File: src/rtl/vcdl_fb_scanner.sv
// vcdl_fb_scanner: sweeps the VCDL IDELAY tap from 0 to 31 and locks on the
// first tap where the synchronized feedback moves from mostly-0 to mostly-1.
// At each tap the scanner waits SETTLE cycles, counts ones over SAMPLES cycles,
// then classifies the tap. It ends with a final load of the edge tap, or of 0
// when no edge was found.
// Optional feature: define VCDL_SCAN_HYST_EN to classify with a hysteresis band
// (>=3/4 is one, <=1/4 is zero, in between keeps the previous class) instead of
// a simple majority vote.
module vcdl_fb_scanner #(
  parameter int SAMPLES = 64,
  parameter int SETTLE  = 16
) (
  input  logic       sysclk_i,
  input  logic       rst_n_i,
  input  logic       start_i,
  input  logic       vcdl_fb_q_i,
  output logic [4:0] delay_o,
  output logic       load_o,
  output logic       busy_o,
  output logic       done_o,
  output logic       locked_o,
  output logic [4:0] edge_tap_o
);

  localparam int CW = $clog2(SAMPLES) + 1;
  localparam logic [7:0]    SETTLE_LAST = 8'(SETTLE - 1);
  localparam logic [CW-1:0] SAMPLE_LAST = CW'(SAMPLES - 1);

  typedef enum logic [2:0] {
    S_IDLE,
    S_LOAD,
    S_SETTLE,
    S_SAMPLE,
    S_EVAL,
    S_FINAL
  } state_t;

  state_t        state, state_nxt;
  logic [4:0]    tap, tap_nxt;
  logic [7:0]    settle_cnt, settle_nxt;
  logic [CW-1:0] sample_cnt, sample_nxt;
  logic [CW-1:0] ones, ones_nxt;
  logic          prev_class, prev_nxt;
  logic          cur_class;
  logic [4:0]    delay_nxt, edge_nxt;
  logic          load_nxt, done_nxt, locked_nxt;
  logic          sync_meta, sync_q;

  // Two-flop synchronizer for the feedback sample, which is asynchronous to sysclk.
  always_ff @(posedge sysclk_i or negedge rst_n_i) begin
    if (!rst_n_i) begin
      sync_meta <= 1'b0;
      sync_q    <= 1'b0;
    end else begin
      sync_meta <= vcdl_fb_q_i;
      sync_q    <= sync_meta;
    end
  end

`ifdef VCDL_SCAN_HYST_EN
  localparam logic [CW-1:0] HI_TH = CW'((3 * SAMPLES) / 4);
  localparam logic [CW-1:0] LO_TH = CW'(SAMPLES / 4);

  // Hysteresis classification; an ambiguous count keeps the previous class (0 at tap 0).
  always_comb begin
    cur_class = (tap == 5'd0) ? 1'b0 : prev_class;
    if (ones >= HI_TH) begin
      cur_class = 1'b1;
    end else if (ones <= LO_TH) begin
      cur_class = 1'b0;
    end
  end
`else
  localparam logic [CW-1:0] HALF = CW'(SAMPLES / 2);

  // Majority classification: strictly more than half the samples high means one.
  always_comb begin
    cur_class = 1'b0;
    if (ones > HALF) begin
      cur_class = 1'b1;
    end
  end
`endif

  // Next-state and next-output logic; outputs are registered from these values.
  always_comb begin
    state_nxt  = state;
    tap_nxt    = tap;
    settle_nxt = settle_cnt;
    sample_nxt = sample_cnt;
    ones_nxt   = ones;
    prev_nxt   = prev_class;
    delay_nxt  = delay_o;
    edge_nxt   = edge_tap_o;
    locked_nxt = locked_o;
    load_nxt   = 1'b0;
    done_nxt   = 1'b0;

    case (state)
      S_IDLE: begin
        if (start_i) begin
          state_nxt  = S_LOAD;
          tap_nxt    = 5'd0;
          prev_nxt   = 1'b0;
          locked_nxt = 1'b0;
          edge_nxt   = 5'd0;
          load_nxt   = 1'b1;
          delay_nxt  = 5'd0;
        end
      end
      S_LOAD: begin
        state_nxt  = S_SETTLE;
        settle_nxt = 8'd0;
      end
      S_SETTLE: begin
        if (settle_cnt == SETTLE_LAST) begin
          state_nxt  = S_SAMPLE;
          ones_nxt   = '0;
          sample_nxt = '0;
        end else begin
          settle_nxt = settle_cnt + 8'd1;
        end
      end
      S_SAMPLE: begin
        ones_nxt = ones + {{(CW-1){1'b0}}, sync_q};
        if (sample_cnt == SAMPLE_LAST) begin
          state_nxt = S_EVAL;
        end else begin
          sample_nxt = sample_cnt + {{(CW-1){1'b0}}, 1'b1};
        end
      end
      S_EVAL: begin
        if ((tap != 5'd0) && !prev_class && cur_class) begin
          state_nxt  = S_FINAL;
          edge_nxt   = tap;
          locked_nxt = 1'b1;
          load_nxt   = 1'b1;
          done_nxt   = 1'b1;
          delay_nxt  = tap;
        end else if (tap != 5'd31) begin
          state_nxt = S_LOAD;
          prev_nxt  = cur_class;
          tap_nxt   = tap + 5'd1;
          load_nxt  = 1'b1;
          delay_nxt = tap + 5'd1;
        end else begin
          state_nxt  = S_FINAL;
          edge_nxt   = 5'd0;
          locked_nxt = 1'b0;
          load_nxt   = 1'b1;
          done_nxt   = 1'b1;
          delay_nxt  = 5'd0;
        end
      end
      S_FINAL: begin
        state_nxt = S_IDLE;
      end
      default: begin
        state_nxt = S_IDLE;
      end
    endcase
  end

  // State, counters and registered outputs; reset aborts any scan immediately.
  always_ff @(posedge sysclk_i or negedge rst_n_i) begin
    if (!rst_n_i) begin
      state      <= S_IDLE;
      tap        <= 5'd0;
      settle_cnt <= 8'd0;
      sample_cnt <= '0;
      ones       <= '0;
      prev_class <= 1'b0;
      delay_o    <= 5'd0;
      load_o     <= 1'b0;
      busy_o     <= 1'b0;
      done_o     <= 1'b0;
      locked_o   <= 1'b0;
      edge_tap_o <= 5'd0;
    end else begin
      state      <= state_nxt;
      tap        <= tap_nxt;
      settle_cnt <= settle_nxt;
      sample_cnt <= sample_nxt;
      ones       <= ones_nxt;
      prev_class <= prev_nxt;
      delay_o    <= delay_nxt;
      load_o     <= load_nxt;
      busy_o     <= (state_nxt != S_IDLE);
      done_o     <= done_nxt;
      locked_o   <= locked_nxt;
      edge_tap_o <= edge_nxt;
    end
  end

endmodule

File: config.mk
export PLATFORM = sky130hd
export DESIGN_NAME = vcdl_fb_scanner
export DESIGN_NICKNAME = d
export VERILOG_FILES = /design/src/rtl/vcdl_fb_scanner.sv
export SDC_FILE = /design/constraint.sdc
export NUM_CORES = 1
export LEC_CHECK = 0
export ABC_AREA = 1
export BUFFER_PORTS_ARGS = -buffer_cell sky130_fd_sc_hd__buf_2
export CELL_PAD_IN_SITES_DETAIL_PLACEMENT = 1
export CELL_PAD_IN_SITES_GLOBAL_PLACEMENT = 2
export CORE_MARGIN = 2
export CORE_UTILIZATION = 30
export DETAILED_ROUTE_END_ITERATION = 8
export HOLD_SLACK_MARGIN = 0.02
export PLACE_DENSITY = 0.77
export SYNTH_ARGS = -nofsm -noshare
export SYNTH_HDL_FRONTEND = slang
export SYNTH_SLANG_ARGS = --single-unit
File: constraint.sdc
create_clock -name sysclk_i -period 3.4 [get_ports sysclk_i]
set_clock_uncertainty 0.1 [all_clocks]
set_input_delay 0.34 -clock sysclk_i [delete_from_list [all_inputs] [get_ports sysclk_i]]
set_output_delay 0.34 -clock sysclk_i [all_outputs]
set_load 0.02 [all_outputs]
==> impl_metrics.csv, run 1 <==
group,metric,value,unit
run_status,status,"finished, final reports clean",
setup_path,worstSetupEndpointType,"flop",
power,swShare,0.253,
grt,gr-total-overflow,0,
die,die_h,91.8,µm
finish,drive_gt1_frac,0.151,
setup_path,worstPathArrival,2.04,ns
logic_synthesis,synth_top_family_by_area,"simple AND/OR/NAND/NOR gates",
placed_design,port-buffer-count,17,
power,switching_power,0.280,mW
finish,fillers,949,
setup_path,required,3.48,ns
setup_path,start_kind,"flop",
grt,grt_pass1_vias,1918,
logic_synthesis,yosys.area.top_type,"dfrtp_1",
logic_synthesis,synth_nets,277,
logic_synthesis,netlist_instances,266,
grt,grt_use_total,0.138,
finish,finalNetCount,302,
placed_design,place_ws,1.43,ns
die,coreArea,7610,µm²
drt,detail_route.wl_per_cell,13.4,µm
timing,final-setup-viol-count,0,
power,vdd_drop_max,0.164,mV
placed_design,dp_hpwl,3.95,mm
die,die_w,91.8,µm
clock_network,cts_tree,"built",
finish,n_antenna_cell,0,
logic_synthesis,yosysTopAreaCellShare,0.508,
power,p_leak,1.25,nW
clock_network,cts_buffers,5,
power,combPwrFrac,0.097,
power,intPower,0.827,mW
grt,antenna_found_initial,0,
clock_network,post-cts-setup-buffers,0,
clock_network,clk_pin_slew,0.09,ns
timing,final_hold_viol_count,0,
finish,final_util,0.346,
timing,fmax,510,MHz
timing,setup_ws,1.44,ns
timing,post-route-period-util,0.577,
logic_synthesis,ys_ff_latch,47,
die,rows,32,
setup_path,cp_num_cells,10,
logic_synthesis,yosysUniqueCellTypes,25,
timing,drv_slew,0,
setup_path,crit_chain,"ha_1 > nand2_1 > nor2_1 > ha_1 > inv_1 > nor2_1 > inv_1 > nand3_2 > nand2_1 > nand2_1",
setup_path,slowest_delay,0.43,ns
logic_synthesis,synth_adder_area_share,0.0379,
power,pwr_density_cell,420,nW/µm²
setup_path,crit_family,"simple AND/OR/NAND/NOR gates",
clock_network,clk_latency,0.29,ns
setup_path,crit_type,"flop to flop",
finish,area_growth,13.8,%
drt,routed_wl,5.28,mm
timing,period_needed,1.96,ns
logic_synthesis,synth_compound_area_frac,0.0568,
hold_path,hold_path_class,"input pin to asynchronous set/reset pin",
timing,rsz0062_at_grt,"no",
drt,first_pass_iters,4,
clock_network,cts_hold_buf,0,
flow_run,cap_violations,0,
grt,grt_pass1_wl,9.39,mm
drt,viasPerCell,4.65,
drt,drt-initial-drc-count,33,
setup_path,crit_path_max_fanout,7,
setup_path,cpMaxStageDelayCell,"dfrtp_1",
clock_network,cts.sinks,47,
clock_network,cts_resized,0,
power,p_seq_frac,0.567,
die,start_util,0.304,
logic_synthesis,syn-cell-area,2310,µm²
logic_synthesis,synthSimpleGateAreaFrac,0.306,
clock_network,htree_levels,2,
timing,finalSetupTns,0,ns
placed_design,place_congestion,0.864,
clock_network,cts.path.max_buffers,2,
timing,relSlewSlack,0.490,
setup_path,reg2reg_depth,10,
timing,worst_slew_pin_slew,0.765,ns
drt,drtAntennaViolNets,0,
setup_path,cp_num_buf_inv,2,
logic_synthesis,ys_top_cells_by_area,"dfrtp_1, nand2_1, nand3_1, nand4_1, inv_1",
drt,drc_errors,0,
die,io_pins,18,
die,dieArea,8430,µm²
logic_synthesis,synth_mux_area_frac,0,
drt,vias,1833,
logic_synthesis,ys_warn_count,0,
logic_synthesis,yosysSeqAreaShare,0.508,
power,p_clk_frac,0.335,
grt,grt_max_degree,33,
setup_path,path_common_cell,"nand2_1",
clock_network,root_buffer,"clkbuf_8",
logic_synthesis,synth-xor-area-share,0.0416,
logic_synthesis,synth.avg_cell_area,8.70,µm²
[final cells by class]
class	count	area (µm²)	area share
Timing Repair Buffer	18	92.6	0.0352
Sequential cell	47	1180	0.447
Inverter	30	115	0.0437
Tap cell	102	128	0.0485
Clock buffer	8	100	0.0380
Multi-Input combinational cell	189	1020	0.388
[synth_stat cells, drive strengths merged]
library cell,n
nand2,75
dfrtp,47
nand3,32
inv,30
nor2,21
nand4,16
o21ai,16
xor2,9
ha,7
a21oi,4
nor3,3
o22ai,2
xnor2,2
o31ai,1
or2,1
[worst reg2reg max path: cells and delay by family, from the launching register on]
kind | cells | cell delay (ns)
DFF | 1 | 0.43
buffers and inverters | 2 | 0.35
and+or+nand+nor | 6 | 0.55
adders and majority gates | 2 | 0.42
[metrics by stage]
step / instances / hold WS, ns / total power [mW] / cell area [µm²]
2_1_floorplan: 266 / -0.0556 / 0.713 / 2310
5_1_grt: 394 / 0.0356 / 1.18 / 2630
6_report: 394 / 0.0126 / 1.11 / 2630
3_5_place_dp: 386 / 0.252 / 0.750 / 2530
3_3_place_gp: 386 / 0.237 / 0.745 / 2530
4_1_cts: 394 / 0.0371 / 1.13 / 2630
[power groups by stage]
stage	clock [mW]	sequential, mW	combinational, mW
after floorplan	0	0.632	0.0808
after global placement	0	0.640	0.106
after detailed placement	0	0.639	0.110
after CTS	0.395	0.628	0.111
after global routing	0.412	0.635	0.132
final	0.371	0.628	0.108
[per-layer routing]
| layer | vias up | part of all wire | global-route usage |
|---|---|---|---|
| li1 | 930 | - | - |
| met1 | 886 | 0.47 | 0.188 |
| met2 | 15 | 0.51 | 0.234 |
| met3 | 2 | 0.019 | 0.0271 |
| met4 | 0 | 0.0021 | 0.0187 |
| met5 | - | 0 | 0 |
[path summary, 6_finish.rpt]
check / start / end / slack (ns)
worst max-delay path: tap[0] / tap[4] / 1.44
worst max register to register: tap[0] / tap[4] / 1.44
min in group sysclk_i: vcdl_fb_q_i / sync_meta / 0.05
worst min register to register: sync_meta / sync_q / 0.27
worst min-delay path: rst_n_i / settle_cnt[7] / 0.01
max in group asynchronous: rst_n_i / tap[4] / 2.48
[logic make-up after synthesis]
| family | count (synthesis) |
|---|---|
| AO/OA/AOI/OAI | 23 |
| XOR/XNOR | 11 |
| adder cells (fa/ha/maj) | 7 |
| buffers and inverters | 30 |
| flip-flops | 47 |
| AND/OR/NAND/NOR | 148 |
[sequential cells by signal, summed over array words and instances (netlist names)]
register,count
settle_cnt,8
tap,5
delay_o,5
sync_q,1
locked_o,1
ones,7
sample_cnt,7
state,3
sync_meta,1
edge_tap_o,5
done_o,1
prev_class,1
load_o,1
busy_o,1
[cell usage in the layout (no fill, tap or decap)]
cell type / netlist / final
clkbuf_8: 0 / 7
inv_4: 1 / 1
o21ai_0: 13 / 13
o22ai_1: 2 / 2
or2_2: 1 / 1
inv_2: 5 / 5
clkbuf_1: 0 / 1
nand2_1: 72 / 72
xnor2_1: 2 / 2
nor2_1: 19 / 19
o31ai_1: 1 / 1
nand4_1: 16 / 16
inv_1: 24 / 24
a21oi_1: 2 / 2
nand3_2: 2 / 2
nor3_1: 1 / 1
nor2_2: 1 / 1
buf_2: 0 / 17
o21ai_1: 2 / 2
nand3_1: 30 / 30
ha_1: 7 / 7
dfrtp_1: 47 / 47
o21ai_2: 1 / 1
nand2_4: 3 / 3
buf_4: 0 / 1
nor3_4: 2 / 2
xor2_1: 9 / 9
a21oi_2: 2 / 2
nor2_4: 1 / 1
Note: power is estimated with default switching activity, not from simulation.
==> run 2: changes to the inputs <==
--- a/config.mk
+++ b/config.mk
@@ -5,7 +5,7 @@
 export SDC_FILE = /design/constraint.sdc
 export NUM_CORES = 1
 export LEC_CHECK = 0
-export ABC_AREA = 1
+export ABC_AREA = 0
 export BUFFER_PORTS_ARGS = -buffer_cell sky130_fd_sc_hd__buf_2
 export CELL_PAD_IN_SITES_DETAIL_PLACEMENT = 1
 export CELL_PAD_IN_SITES_GLOBAL_PLACEMENT = 2
@@ -13,7 +13,7 @@
 export CORE_UTILIZATION = 30
 export DETAILED_ROUTE_END_ITERATION = 8
 export HOLD_SLACK_MARGIN = 0.02
-export PLACE_DENSITY = 0.77
+export PLACE_DENSITY = 0.73
 export SYNTH_ARGS = -nofsm -noshare
 export SYNTH_HDL_FRONTEND = slang
 export SYNTH_SLANG_ARGS = --single-unit
==> constraint.sdc (replaced) <==
create_clock -name sysclk_i -period 2 [get_ports sysclk_i]
set_clock_uncertainty 0.1 [all_clocks]
set_input_delay 0.2 -clock sysclk_i [delete_from_list [all_inputs] [get_ports sysclk_i]]
set_output_delay 0.2 -clock sysclk_i [all_outputs]
set_load 0.02 [all_outputs]
==> run 2 against run 1 <==
Effect of this change: the run now ends with setup timing left; die area fell by 1.9%; non-clock buffer count increased by 39; sequential share of layout area is 4.1 points lower; register-to-register slack worse by 1.5 ns; sequential power grew 75%; clock power is 57% higher; largest cell class unchanged; highest routed layer unchanged.
==> impl_metrics.csv, run 2 <==
group,metric,value,unit
logic_synthesis,yosysTopAreaCellShare,0.518,
die,rows,31,
power,combPwrFrac,0.174,
grt,grt_use_total,0.141,
power,switching_power,0.582,mW
timing,relSlewSlack,0.549,
logic_synthesis,syn-cell-area,2270,µm²
logic_synthesis,ys_warn_count,0,
drt,first_pass_iters,4,
finish,largest_registers,"settle_cnt: 8 flops, ones: 7 flops, sample_cnt: 7 flops",
power,p_clk_frac,0.286,
finish,fillers,865,
timing,period_needed,2.02,ns
drt,viasPerCell,4.90,
setup_path,crit_type,"flop to flop",
finish,top_register,"settle_cnt",
power,p_seq_frac,0.540,
logic_synthesis,synth_nets,227,
finish,finalNetCount,286,
finish,final_cell_area,2900,µm²
logic_synthesis,netlist_top_cells_count,"dfrtp_1, nor2_1, nand2_1, nand3_1",
power,vdd_drop_max,0.242,mV
drt,vias,1831,
timing,fmax,495,MHz
grt,grt_pass1_wl,9.32,mm
clock_network,cts_tree,"built",
finish,layout_commonest_cell,"dfrtp_1",
run_status,violations,"setup timing",
power,intPower,1.45,mW
hold_path,hold_path_class,"input pin to flop",
timing,setup_ws,-0.0219,ns
placed_design,place_congestion,0.740,
timing,drv_slew,0,
clock_network,cts.path.max_buffers,2,
setup_path,start_kind,"flop",
timing,final-setup-viol-count,3,
finish,largest_reg_flops,8,
setup_path,worstSetupEndpointType,"flop",
setup_path,required,2.09,ns
clock_network,cts_buffers,5,
logic_synthesis,ys_top_cells_by_area,"dfrtp_1, nor2_1, ha_1, nand2_1, a22o_1",
power,swShare,0.286,
logic_synthesis,netlist_instances,216,
grt,grt_max_degree,31,
logic_synthesis,yosysSeqAreaShare,0.518,
logic_synthesis,async_reset_ff_frac,1.00,
drt,detail_route.wl_per_cell,14.2,µm
logic_synthesis,synth-edff-count,0,
placed_design,place_ws,-0.0395,ns
logic_synthesis,ys.flop_type,"dfrtp_1",
setup_path,crit_path_max_fanout,4,
setup_path,worstPathArrival,2.11,ns
die,dieArea,8270,µm²
drt,routed_wl,5.32,mm
flow_run,cap_violations,0,
clock_network,clk_latency,0.30,ns
timing,final_hold_viol_count,0,
logic_synthesis,ys_ff_latch,47,
finish,n_antenna_cell,0,
clock_network,htree_levels,2,
finish,mostFrequentLayoutCells,"dfrtp_1, buf_4, nor2_1, nand2_1, buf_2",
drt,drc_errors,0,
clock_network,clk_pin_slew,0.09,ns
clock_network,root_buffer,"clkbuf_8",
setup_path,crit_start,"ones[1]",
clock_network,cts.sinks,47,
run_status,status,"finished, violations left",
drt,drt-initial-drc-count,45,
die,io_pins,18,
die,coreArea,7290,µm²
die,start_util,0.311,
logic_synthesis,yosys.area.top_type,"dfrtp_1",
finish,area_growth,27.7,%
logic_synthesis,yosysMostFrequentCell,"dfrtp_1",
power,p_leak,1.36,nW
grt,grt_pass1_vias,1847,
placed_design,port-buffer-count,17,
setup_path,r2r_start,"ones[1]",
power,pwr_density_cell,702,nW/µm²
hold_path,min-delay-start,"start_i",
finish,final_util,0.397,
finish,drive_gt1_frac,0.291,
drt,drtAntennaViolNets,0,
placed_design,dp_hpwl,4.13,mm
logic_synthesis,synth.avg_cell_area,10.5,µm²
timing,worst_slew_pin_slew,0.677,ns
timing,post-route-period-util,1.01,
die,die_h,91.0,µm
placed_design,placed_area,2740,µm²
timing,rsz0062_at_grt,"yes",
logic_synthesis,yosysUniqueCellTypes,51,
grt,gr-total-overflow,0,
die,die_w,91.0,µm
grt,antenna_found_initial,0,
## run 2: changes by cell type in the layout (fill, tap and decap cells not counted), sizes merged, moves of 8 or more
cell	delta
nand2	-55
buf	+37
inv	-22
nand3	-21
nand4	-13
a22o	+8
## run 2: cells by family after synthesis
kind of cell,Yosys count,synth area share
adders and majority gates,7,0.0386
xor gates and xnor gates,7,0.0270
and+or+nand+nor,88,0.201
DFF,47,0.518
muxes,5,0.0226
AOI/OAI and AO/OA,49,0.170
buffers and inverters,13,0.0221
## run 2: critical path: stages (launching register included)
cell	delay (ns)
dfrtp_1	0.39
or4_4	0.56
o32a_4	0.36
a21oi_4	0.20
o21ai_4	0.09
a32o_1	0.21
## run 2: layout make-up
| class | count | area, µm² | area share |
|---|---|---|---|
| Sequential cell | 47 | 1180 | 0.406 |
| Clock inverter | 1 | 5.00 | 0.00173 |
| Inverter | 8 | 30.0 | 0.0104 |
| Tap cell | 99 | 124 | 0.0427 |
| Multi-Input combinational cell | 156 | 1090 | 0.376 |
| Timing Repair Buffer | 57 | 390 | 0.135 |
| Clock buffer | 6 | 82.6 | 0.0285 |
## run 2: path summary, 6_finish.rpt
check / end / slack (ns) / cells past startpoint
hold / removal: busy_o / 0.10 / 3
min in group asynchronous: busy_o / 0.36 / 2
setup reg to reg: prev_class / -0.02 / 5
setup / recovery: prev_class / -0.02 / 5
max in group asynchronous: sync_q / 0.83 / 3
hold reg to reg: sync_q / 0.25 / 0
## run 2: per-layer routing
layer  share of wire  vias up  global-route usage
met5               0        -                   0
met4           0.016        0              0.0480
met3           0.026        8              0.0315
met2            0.47       20               0.222
met1            0.49      893               0.191
li1                -      910                   -
## run 2: power by group through the flow
stage	clock [mW]	combinational (mW)	sequential, mW
after global placement	0	0.326	1.10
after floorplan	0	0.196	1.10
after CTS	0.620	0.359	1.10
after detailed placement	0	0.329	1.11
final	0.582	0.354	1.10
after global routing	0.662	0.407	1.11
## run 2: per-stage QoR
| stage | TNS [ns] | hold slack [ns] | total power [mW] | cells |
|---|---|---|---|---|
| 2_1_floorplan | 0 | -0.196 | 1.30 | 216 |
| 3_3_place_gp | -0.00312 | 0.179 | 1.43 | 364 |
| 3_5_place_dp | -0.104 | 0.185 | 1.44 | 364 |
| 4_1_cts | -0.0685 | 0.0933 | 2.08 | 374 |
| 5_1_grt | -0.424 | 0.120 | 2.18 | 374 |
| 6_report | -0.0317 | 0.103 | 2.03 | 374 |
## run 2: repair_timing
item | CTS | global route
setup endpoints to repair | 6 | 18
resized for setup | 3 | 6
hold buffers | 2 | 0
hold endpoints to repair | 29 | 0
pin swaps | 2 | 5
buffers inserted | 1 | 0
